$ cat config.mk
export PLATFORM = sky130hd
export DESIGN_NAME = peri_timer
export DESIGN_NICKNAME = d
export VERILOG_FILES = /design/src/rtl/peri_timer_pkg.sv /design/src/rtl/peri_timer_prescaler.sv /design/src/rtl/peri_timer.sv
export SDC_FILE = /design/constraint.sdc
export NUM_CORES = 1
export LEC_CHECK = 0
export CORE_UTILIZATION = 55
export CTS_CLUSTER_DIAMETER = 60
export CTS_CLUSTER_SIZE = 24
export DETAILED_ROUTE_END_ITERATION = 10
export HOLD_SLACK_MARGIN = 0.06
export PLACE_DENSITY = 0.77
export RECOVER_POWER = 100
export SYNTH_ARGS = -nofsm -noshare
export SYNTH_HDL_FRONTEND = slang
export SYNTH_SLANG_ARGS = --single-unit
$ cat constraint.sdc
create_clock -name clk -period 7.1 [get_ports clk]
set_clock_uncertainty 0.05 [all_clocks]
set_input_delay 1.065 -clock clk [delete_from_list [all_inputs] [get_ports clk]]
set_output_delay 1.065 -clock clk [all_outputs]
set_load 0.05 [all_outputs]
$ cat src/rtl/peri_timer_pkg.sv
// peri_timer_pkg: shared constants and types for the machine timer.
// Register indices, CTRL/STATUS bit positions, 64-bit time type, byte merge.
package peri_timer_pkg;

    localparam logic [2:0] REG_CTRL        = 3'd0;
    localparam logic [2:0] REG_PRESCALE    = 3'd1;
    localparam logic [2:0] REG_MTIME_LO    = 3'd2;
    localparam logic [2:0] REG_MTIME_HI    = 3'd3;
    localparam logic [2:0] REG_MTIMECMP_LO = 3'd4;
    localparam logic [2:0] REG_MTIMECMP_HI = 3'd5;
    localparam logic [2:0] REG_STATUS      = 3'd6;

    localparam int CTRL_EN          = 0;
    localparam int CTRL_IRQ_EN      = 1;
    localparam int CTRL_AUTO_RELOAD = 2;
    localparam int CTRL_W           = 3;

    localparam int STATUS_PENDING = 0;

    typedef logic [63:0] mtime_t;

    function automatic logic [31:0] be_merge(
        input logic [31:0] old_v,
        input logic [31:0] new_v,
        input logic [3:0]  be
    );
        logic [31:0] res;
        for (int i = 0; i < 4; i++) begin
            res[i*8 +: 8] = be[i] ? new_v[i*8 +: 8] : old_v[i*8 +: 8];
        end
        return res;
    endfunction

endpackage

$ cat src/rtl/peri_timer_prescaler.sv
// peri_timer_prescaler: divides clk by (prescale+1) while enabled.
// Ports: clk, rst_n, en, prescale in; tick out (one cycle per period).
module peri_timer_prescaler #(
    parameter int PrescaleWidth = 16
) (
    input  logic                     clk,
    input  logic                     rst_n,
    input  logic                     en,
    input  logic [PrescaleWidth-1:0] prescale,
    output logic                     tick
);

    logic [PrescaleWidth-1:0] pcnt_q;

    assign tick = en && (pcnt_q == prescale);

    // Disabled forces the count back to zero so a
    // re-enable always starts a full period.
    always_ff @(posedge clk or negedge rst_n) begin
        if (!rst_n) begin
            pcnt_q <= '0;
        end else if (!en || tick) begin
            pcnt_q <= '0;
        end else begin
            pcnt_q <= pcnt_q + 1'b1;
        end
    end

endmodule

$ cat src/rtl/peri_timer.sv
// peri_timer: memory-mapped 64-bit machine timer on the peripheral bus.
// Ports: clk, rst_n; peri_req/addr/write/be/wdata in; peri_gnt/rvalid/rdata
// out; timer_irq out. Optional `PERI_TIMER_LATCH_EN: MTIME_LO read latches
// mtime[63:32] so the following MTIME_HI read is atomic.
module peri_timer
    import peri_timer_pkg::*;
#(
    parameter logic [31:0] BaseAddr      = 32'h0000_1000,
    parameter int          WindowBits    = 12,
    parameter int          PrescaleWidth = 16
) (
    input  logic        clk,
    input  logic        rst_n,
    input  logic        peri_req,
    input  logic [31:0] peri_addr,
    input  logic        peri_write,
    input  logic [3:0]  peri_be,
    input  logic [31:0] peri_wdata,
    output logic        peri_gnt,
    output logic        peri_rvalid,
    output logic [31:0] peri_rdata,
    output logic        timer_irq
);

    localparam logic [31:0] WinMask = (32'd1 << WindowBits) - 32'd1;

    logic [CTRL_W-1:0]        ctrl_q, ctrl_d;
    logic [PrescaleWidth-1:0] prescale_q, prescale_d;
    mtime_t                   mtime_q, mtime_d;
    mtime_t                   mtimecmp_q, mtimecmp_d;
    logic                     pending_q, pending_d;
    logic                     rvalid_q;
    logic [31:0]              rdata_q, rdata_d;
    logic [31:0]              rd_mux;
    logic [31:0]              mtime_hi_rd;

    logic       hit, wr, rd;
    logic [2:0] idx;
    logic       tick, match, w1c;
    logic       wr_mlo, wr_mhi;

    assign hit = (peri_addr & ~WinMask) == BaseAddr;
    assign idx = peri_addr[4:2];
    assign wr  = peri_req && hit && peri_write;
    assign rd  = peri_req && hit && !peri_write;

    // be=0 must not steal a tick from the counter
    assign wr_mlo = wr && (idx == REG_MTIME_LO) && (|peri_be);
    assign wr_mhi = wr && (idx == REG_MTIME_HI) && (|peri_be);

    assign w1c = wr && (idx == REG_STATUS) && peri_be[0]
               && peri_wdata[STATUS_PENDING];

    peri_timer_prescaler #(
        .PrescaleWidth(PrescaleWidth)
    ) u_prescaler (
        .clk     (clk),
        .rst_n   (rst_n),
        .en      (ctrl_q[CTRL_EN]),
        .prescale(prescale_q),
        .tick    (tick)
    );

    // Compare is armed only while counting; otherwise the
    // all-zero reset state would flag a match immediately.
    assign match = ctrl_q[CTRL_EN] && (mtime_q >= mtimecmp_q);

    assign pending_d = match || (pending_q && !w1c);

    always_comb begin
        mtime_d = mtime_q;
        if (tick) begin
            if (ctrl_q[CTRL_AUTO_RELOAD] && match) begin
                mtime_d = '0;
            end else begin
                mtime_d = mtime_q + 64'd1;
            end
        end
        // A software write overrides the tick for the whole
        // counter: written half takes the data, the other half
        // keeps its pre-tick value.
        if (wr_mlo) begin
            mtime_d = {mtime_q[63:32],
                       be_merge(mtime_q[31:0], peri_wdata, peri_be)};
        end else if (wr_mhi) begin
            mtime_d = {be_merge(mtime_q[63:32], peri_wdata, peri_be),
                       mtime_q[31:0]};
        end
    end

    always_comb begin
        ctrl_d = ctrl_q;
        if (wr && (idx == REG_CTRL) && peri_be[0]) begin
            ctrl_d = peri_wdata[CTRL_W-1:0];
        end
    end

    always_comb begin
        prescale_d = prescale_q;
        if (wr && (idx == REG_PRESCALE)) begin
            for (int i = 0; i < PrescaleWidth; i++) begin
                if (peri_be[i/8]) begin
                    prescale_d[i] = peri_wdata[i];
                end
            end
        end
    end

    always_comb begin
        mtimecmp_d = mtimecmp_q;
        if (wr && (idx == REG_MTIMECMP_LO)) begin
            mtimecmp_d[31:0] = be_merge(mtimecmp_q[31:0],
                                        peri_wdata, peri_be);
        end
        if (wr && (idx == REG_MTIMECMP_HI)) begin
            mtimecmp_d[63:32] = be_merge(mtimecmp_q[63:32],
                                         peri_wdata, peri_be);
        end
    end

`ifdef PERI_TIMER_LATCH_EN
    logic [31:0] shadow_q;

    always_ff @(posedge clk or negedge rst_n) begin
        if (!rst_n) begin
            shadow_q <= '0;
        end else if (rd && (idx == REG_MTIME_LO)) begin
            shadow_q <= mtime_q[63:32];
        end
    end

    assign mtime_hi_rd = shadow_q;
`else
    assign mtime_hi_rd = mtime_q[63:32];
`endif

    always_comb begin
        rd_mux = '0;
        unique case (1'b1)
            idx == REG_CTRL:
                rd_mux[CTRL_W-1:0] = ctrl_q;
            idx == REG_PRESCALE:
                rd_mux[PrescaleWidth-1:0] = prescale_q;
            idx == REG_MTIME_LO:
                rd_mux = mtime_q[31:0];
            idx == REG_MTIME_HI:
                rd_mux = mtime_hi_rd;
            idx == REG_MTIMECMP_LO:
                rd_mux = mtimecmp_q[31:0];
            idx == REG_MTIMECMP_HI:
                rd_mux = mtimecmp_q[63:32];
            idx == REG_STATUS:
                rd_mux[STATUS_PENDING] = pending_q;
            default:
                rd_mux = '0;
        endcase
    end

    // Loading zero on idle cycles keeps rdata at 0 whenever
    // rvalid is low, and for writes and misses.
    assign rdata_d = rd ? rd_mux : 32'd0;

    always_ff @(posedge clk or negedge rst_n) begin
        if (!rst_n) begin
            ctrl_q     <= '0;
            prescale_q <= '0;
            mtime_q    <= '0;
            mtimecmp_q <= '0;
            pending_q  <= 1'b0;
            rvalid_q   <= 1'b0;
            rdata_q    <= '0;
        end else begin
            ctrl_q     <= ctrl_d;
            prescale_q <= prescale_d;
            mtime_q    <= mtime_d;
            mtimecmp_q <= mtimecmp_d;
            pending_q  <= pending_d;
            rvalid_q   <= peri_req;
            rdata_q    <= rdata_d;
        end
    end

    assign peri_gnt    = peri_req;
    assign peri_rvalid = rvalid_q;
    assign peri_rdata  = rdata_q;
    assign timer_irq   = pending_q && ctrl_q[CTRL_IRQ_EN];

endmodule

**Word level (Yosys, flattened, before mapping)**

Index checks and enable logic that the tools add are counted.

- Flip-flop bits (word level): 197
- Input port bits: 72
- Output and inout bits: 35

- Reductions and logical operators: 47
- $add $sub $neg: 2
- Muxes and demuxes: 14
- $lt $le $gt $ge: 1
- Equal/unequal tests: 17
- Bitwise gates (word level): 1

Operators with widths:

| operator | number |
|---|---|
| 2-to-1 mux 64 bit | 3 |
| case mux 13 bit (5 select lines) | 1 |
| adder 64 x 1 -> 64 bit (second input constant) | 1 |
| >= comparator 64 bit | 1 |
| 2-to-1 mux 32 bit | 2 |
| case mux 16 bit (4 select lines) | 1 |
| 2-to-1 mux 8 bit | 4 |
| AND reduction 3 bit | 8 |
| == test 20 x 1 -> 1 bit (second input constant) | 1 |
| logical AND 1 bit | 20 |
| AND reduction 2 bit | 10 |
| inequality test 2 bit (second input constant) | 9 |
| adder 16 x 1 -> 16 bit (second input constant) | 1 |
| == test 16 bit | 1 |
| 2-to-1 mux 16 bit | 1 |
| case mux 2 bit (6 select lines) | 1 |
| == test 3 bit (second input constant) | 3 |
| case mux 1 bit (7 select lines) | 1 |
| == test 3 x 2 -> 1 bit (second input constant) | 2 |
| nonzero test 2 bit | 2 |
| OR reduction 4 bit | 1 |
| == test 3 x 1 -> 1 bit (second input constant) | 1 |
| zero test 1 bit | 3 |
| zero test 3 bit | 1 |
| 2 further kinds | 3 |

**Longest topological paths before layout**

- Word-level depth: 9
- Gate-level depth with buffers: 12
- Mapped depth without buffers: 10

**Modules after synthesis**

From an unflattened synthesis, not the netlist that was laid out.

- Cells, all modules: 1,377
- Area total of the unflattened synthesis: 12,468.2 µm²

By module, submodules not included:

| module | cells an instance | times used | area an instance (µm²) |
|---|---|---|---|
| peri_timer | 1,276 | 1 | 11,473.5 |
| peri_timer_prescaler | 101 | 1 | 994.7 |

**Worst setup path before layout**

No wires, ideal clock.

- Path kind: input to register
- From: input peri_addr[21]
- To: register mtime_q[27]
- Arrival: 3.278 ns
- Library setup time: 0.126 ns
- Slack: 3.645 ns
- Stages: 10
- Buffers on the path: 2
- Cell sequence: nor4b_1 -> nand3_1 -> nor3_1 -> and2_1 -> clkbuf_1 -> nand2_1 -> nand4_1 -> clkbuf_1 -> o21ai_0 -> a311o_1

- Longest elaborated chain between the ends: 7
- Elaborated cells on any way between the ends: 12
- Classes of those cells: eq/ne: 3; mux: 1; reduce/logical: 8

RTL lines:

| item | line | text |
|---|---|---|
| from (decl) | peri_timer.sv:15 | `input logic [31:0] peri_addr,` |
| == test 20 x 1 -> 1 bit (*) | peri_timer.sv:42 | `assign hit = (peri_addr & ~WinMask) == BaseAddr;` |
| logical AND 1 bit (*) (2 in a row) | peri_timer.sv:44 | `assign wr = peri_req && hit && peri_write;` |
| logical AND 1 bit (on tied branches) (2 in a row) | peri_timer.sv:48, peri_timer.sv:49 |  |
| inequality test 2 bit (no line) / nonzero test 2 bit (equally long branches) | - |  |
| AND reduction 3 bit (no line) | - |  |
| to (signal assigned) | peri_timer.sv:175 | `mtime_q <= mtime_d;` |
| to (decl) | peri_timer.sv:29 | `mtime_t mtime_q, mtime_d;` |

Mark *: on every way between the ends. The rest lies on a longest branch, timed or not.
A chain may end at the register's enable or synchronous reset.

**Worst setup path after layout**

- From: input peri_addr[2]
- To: register mtime_q[17]

- Longest elaborated chain between the ends: 5
- Elaborated cells on any way between the ends: 11
- Classes of those cells: eq/ne: 4; mux: 1; reduce/logical: 6

RTL lines:

| item | line |
|---|---|
| == test 3 x 2 -> 1 bit (on tied branches) | peri_timer.sv:48, peri_timer.sv:49 |
| logical AND 1 bit (on tied branches) (2 in a row) | peri_timer.sv:48, peri_timer.sv:49 |
| inequality test 2 bit (no line) / nonzero test 2 bit (equally long branches) | - |
| AND reduction 3 bit (no line) | - |

Several ways; a longest one is shown, not always the timed one.

==> results.tsv <==
metric	value	unit
hold_path_class	reg -> reg	
setup_viol	0	
clockBufferDepth	2	
synthTopCellsByArea	dfrtp_1, mux2_2, ha_1	
path_clk_slew	0.08	ns
syn2layout_area_growth	14.8	%
finalSetupTns	0	ns
power_switching	0.591	mW
final_core_util	0.651	
grt_pass1_vias	10700	
synth_edf_count	0	
min_to	pending_q$_DFF_PN0_	
finalCritPeriodShare	0.759	
numCtsBuffers	17	
path_common_cell	buf_4	
critPathMaxStageDelay	1.44	ns
ys_types	67	
routed-wl-met3	2.78	mm
power.total	2.28	mW
yosys-top-cells-count	dfrtp_1, nand2_1, o21ai_0	
drv_cap	3	
synthCells	1282	
rsz0062_at_grt	no	
dp_hpwl	25.3	mm
gr-total-overflow	0	
yosysWarnings	0	
place.gp.congestion	0.923	
die_w	150	um
ff2ff_setup_slack	2.60	ns
post-synth-top-count-cell	dfrtp_1	
async_flop_share	1.00	
viasPerCell	6.64	
dr.max_layer_used	met4	
period_minus_slack	5.39	ns
grt_pass1_wl	57.0	mm
status	complete, but fails checks	
violations	capacitance limit, slew limit	
clk_latency	0.45	ns
vias	10900	
cp_slowest_cell	clkbuf_1	
initial_core_util	0.567	
synthDominantCellAreaShare	0.410	
nNetsFinal	1491	
whs	0.480	ns
drive_gt1_frac	0.0952	
cts.sinks	197	
core-area	21200	sq um
grt_max_degree	122	
powerDensity	165	nW/um^2
synth_nets	1420	
irDropWorstVdd	0.155	mV
maxSlewViolCount	231	
diodes	0	
synth_top_cell_by_area	dfrtp_1	
path_class	in -> reg	
port_buffers	97	
cts_tree	yes	
wl_per_cell	21.6	um
finalNonFillerCells	1641	
ctsHoldBuffers	0	
grt_use_total	0.331	
startpoint_type	primary input	
ys.flop_type	dfrtp_1	
yosysSeqAreaShare	0.410	
dp_cells	1609	
worstPathArrival	5.72	ns
rows	53	
fillers	1719	
pin_count	107	
timing.rr.start	mtime_q[57]$_DFFE_PN0P_	
p_seq_frac	0.496	
fmax	186	MHz
hold_depth	2	
post_cts_buffers	0	
worst_pin_slew	3.06	ns
drt-total-wl	35.5	mm
cp.required	7.43	ns
die-area	22500	sq um
routed-wl-met2	16.8	mm
initialDrtViolationCount	1095	
syn_avg_cell_area	9.38	sq um
antenna_found_initial	0	
postRouteAntennaNets	0	
hold_start	pending_q$_DFF_PN0_	
reg2reg_depth	10	
final_hold_viol_count	0	
cts.htree.levels	4	
wl_met1	14.6	mm
dr.pass1.iters	5	
syn-cell-area	12000	sq um
postLayoutCellArea	13800	sq um
switching_share	0.260	
drc	0	
relSlewSlack	-1.04	
cpLargestDelayFamily	buffers and inverters	
p_leak	6.24	nW
cts_resized	0	
worst_slack	1.71	ns
cp_max_fo	32	
power_frac_comb	0.054	
die_h	150	um
worstReg2RegEnd	mtime_q[52]$_DFFE_PN0P_	
timing.critical_path.buf_inv	4	
place_worst_setup_slack	2.09	ns
root_buffer	clkbuf_16	
clockPowerShare	0.450	
placed_area	13200	sq um
power.internal	1.69	mW
cp-end-kind	register	
path_cells	dlygate4sd3_1 -> clkbuf_1 -> nor3_1 -> buf_4 -> and2_0 -> nand2_1 -> nand4_1 -> buf_4 -> o41ai_1 -> a22o_1	
synth_seq_cells	197	
logic make-up (layout without fill, tap and decap cells):
group	count (synthesis)	after routing	share of synthesized area
simple gates	421	421	0.181
buf+inv	148	232	0.0486
flops	197	197	0.410
xor+xnor	29	29	0.0211
mux	94	94	0.0871
fa+ha+maj	66	66	0.0687
compound gates	327	327	0.184
power groups by stage:
| stage | logic (mW) | registers (mW) | clock network (mW) |
|---|---|---|---|
| detailed placement | 0.124 | 1.15 | 0 |
| floorplan | 0.0344 | 1.15 | 0 |
| global route | 0.132 | 1.13 | 1.08 |
| finish | 0.123 | 1.13 | 1.02 |
| global placement | 0.122 | 1.15 | 0 |
| CTS | 0.125 | 1.13 | 1.03 |
routing by layer:
metal,global-route usage,vias to the layer above
met1,0.429,5382
li1,-,4904
met2,0.540,508
met5,0,-
met3,0.0601,105
met4,0.150,0
layout by cell type, fill, tap and decap left out, drive strengths merged, types with 4 or more instances in the layout:
cell and count:
a31oi 4, xor2 23, clkbuf 26, a22oi 35, nand4 30, a21oi 64, o41ai 14, a32o 4
a22o 38, or4 12, nand2b 6, and4 7, nor2 68, clkinv 5, ha 66, xnor2 6
a211o 14, dfrtp 197, and2 7, clkdlybuf4s50 58, o21ai 89, nand3 64, a221oi 20, inv 96
dlygate4sd3 38, nor4 21, nor3 15, and3 51, nand2 119, or3 9, mux2 75, mux2i 18
buf 8, o31ai 16
cell type report:
| type | count | area [sq um] | area share |
|---|---|---|---|
| clock inverters | 15 | 200 | 0.0145 |
| flip-flops and latches | 197 | 4930 | 0.357 |
| well taps | 275 | 344 | 0.0249 |
| inverters | 87 | 327 | 0.0237 |
| repair buffers | 113 | 1060 | 0.0766 |
| multi-input cells | 937 | 6520 | 0.472 |
| clock buffers | 17 | 425 | 0.0308 |
how the worst max path moves through the flow:
| stage | cells past startpoint | to | from | slack, ns |
|---|---|---|---|---|
| floorplan | 10 | mtime_q[27]$_DFFE_PN0P_ | peri_addr[21] | 3.65 |
| global placement | 10 | mtime_q[48]$_DFFE_PN0P_ | peri_be[1] | 2.16 |
| detailed placement | 10 | mtime_q[51]$_DFFE_PN0P_ | peri_be[1] | 2.09 |
| CTS | 10 | mtime_q[51]$_DFFE_PN0P_ | peri_be[1] | 2.55 |
| global route | 2 | mtime_q[9]$_DFFE_PN0P_ | rst_n | 1.38 |
| finish | 10 | mtime_q[17]$_DFFE_PN0P_ | peri_addr[2] | 1.71 |
flip-flops by register name, summed over array words and instances (netlist names):
register / count
peri_rdata: 32
mtimecmp_q: 64
pending_q: 1
mtime_q: 64
u_prescaler.pcnt_q: 16
ctrl_q: 3
peri_rvalid: 1
prescale_q: 16
worst min-delay path: stages (launching register included):
cell,delay [ns]
dfrtp_1,0.37
o41ai_1,0.08
nand2_1,0.05
No activity file was read; power rests on OpenSTA's default activity.
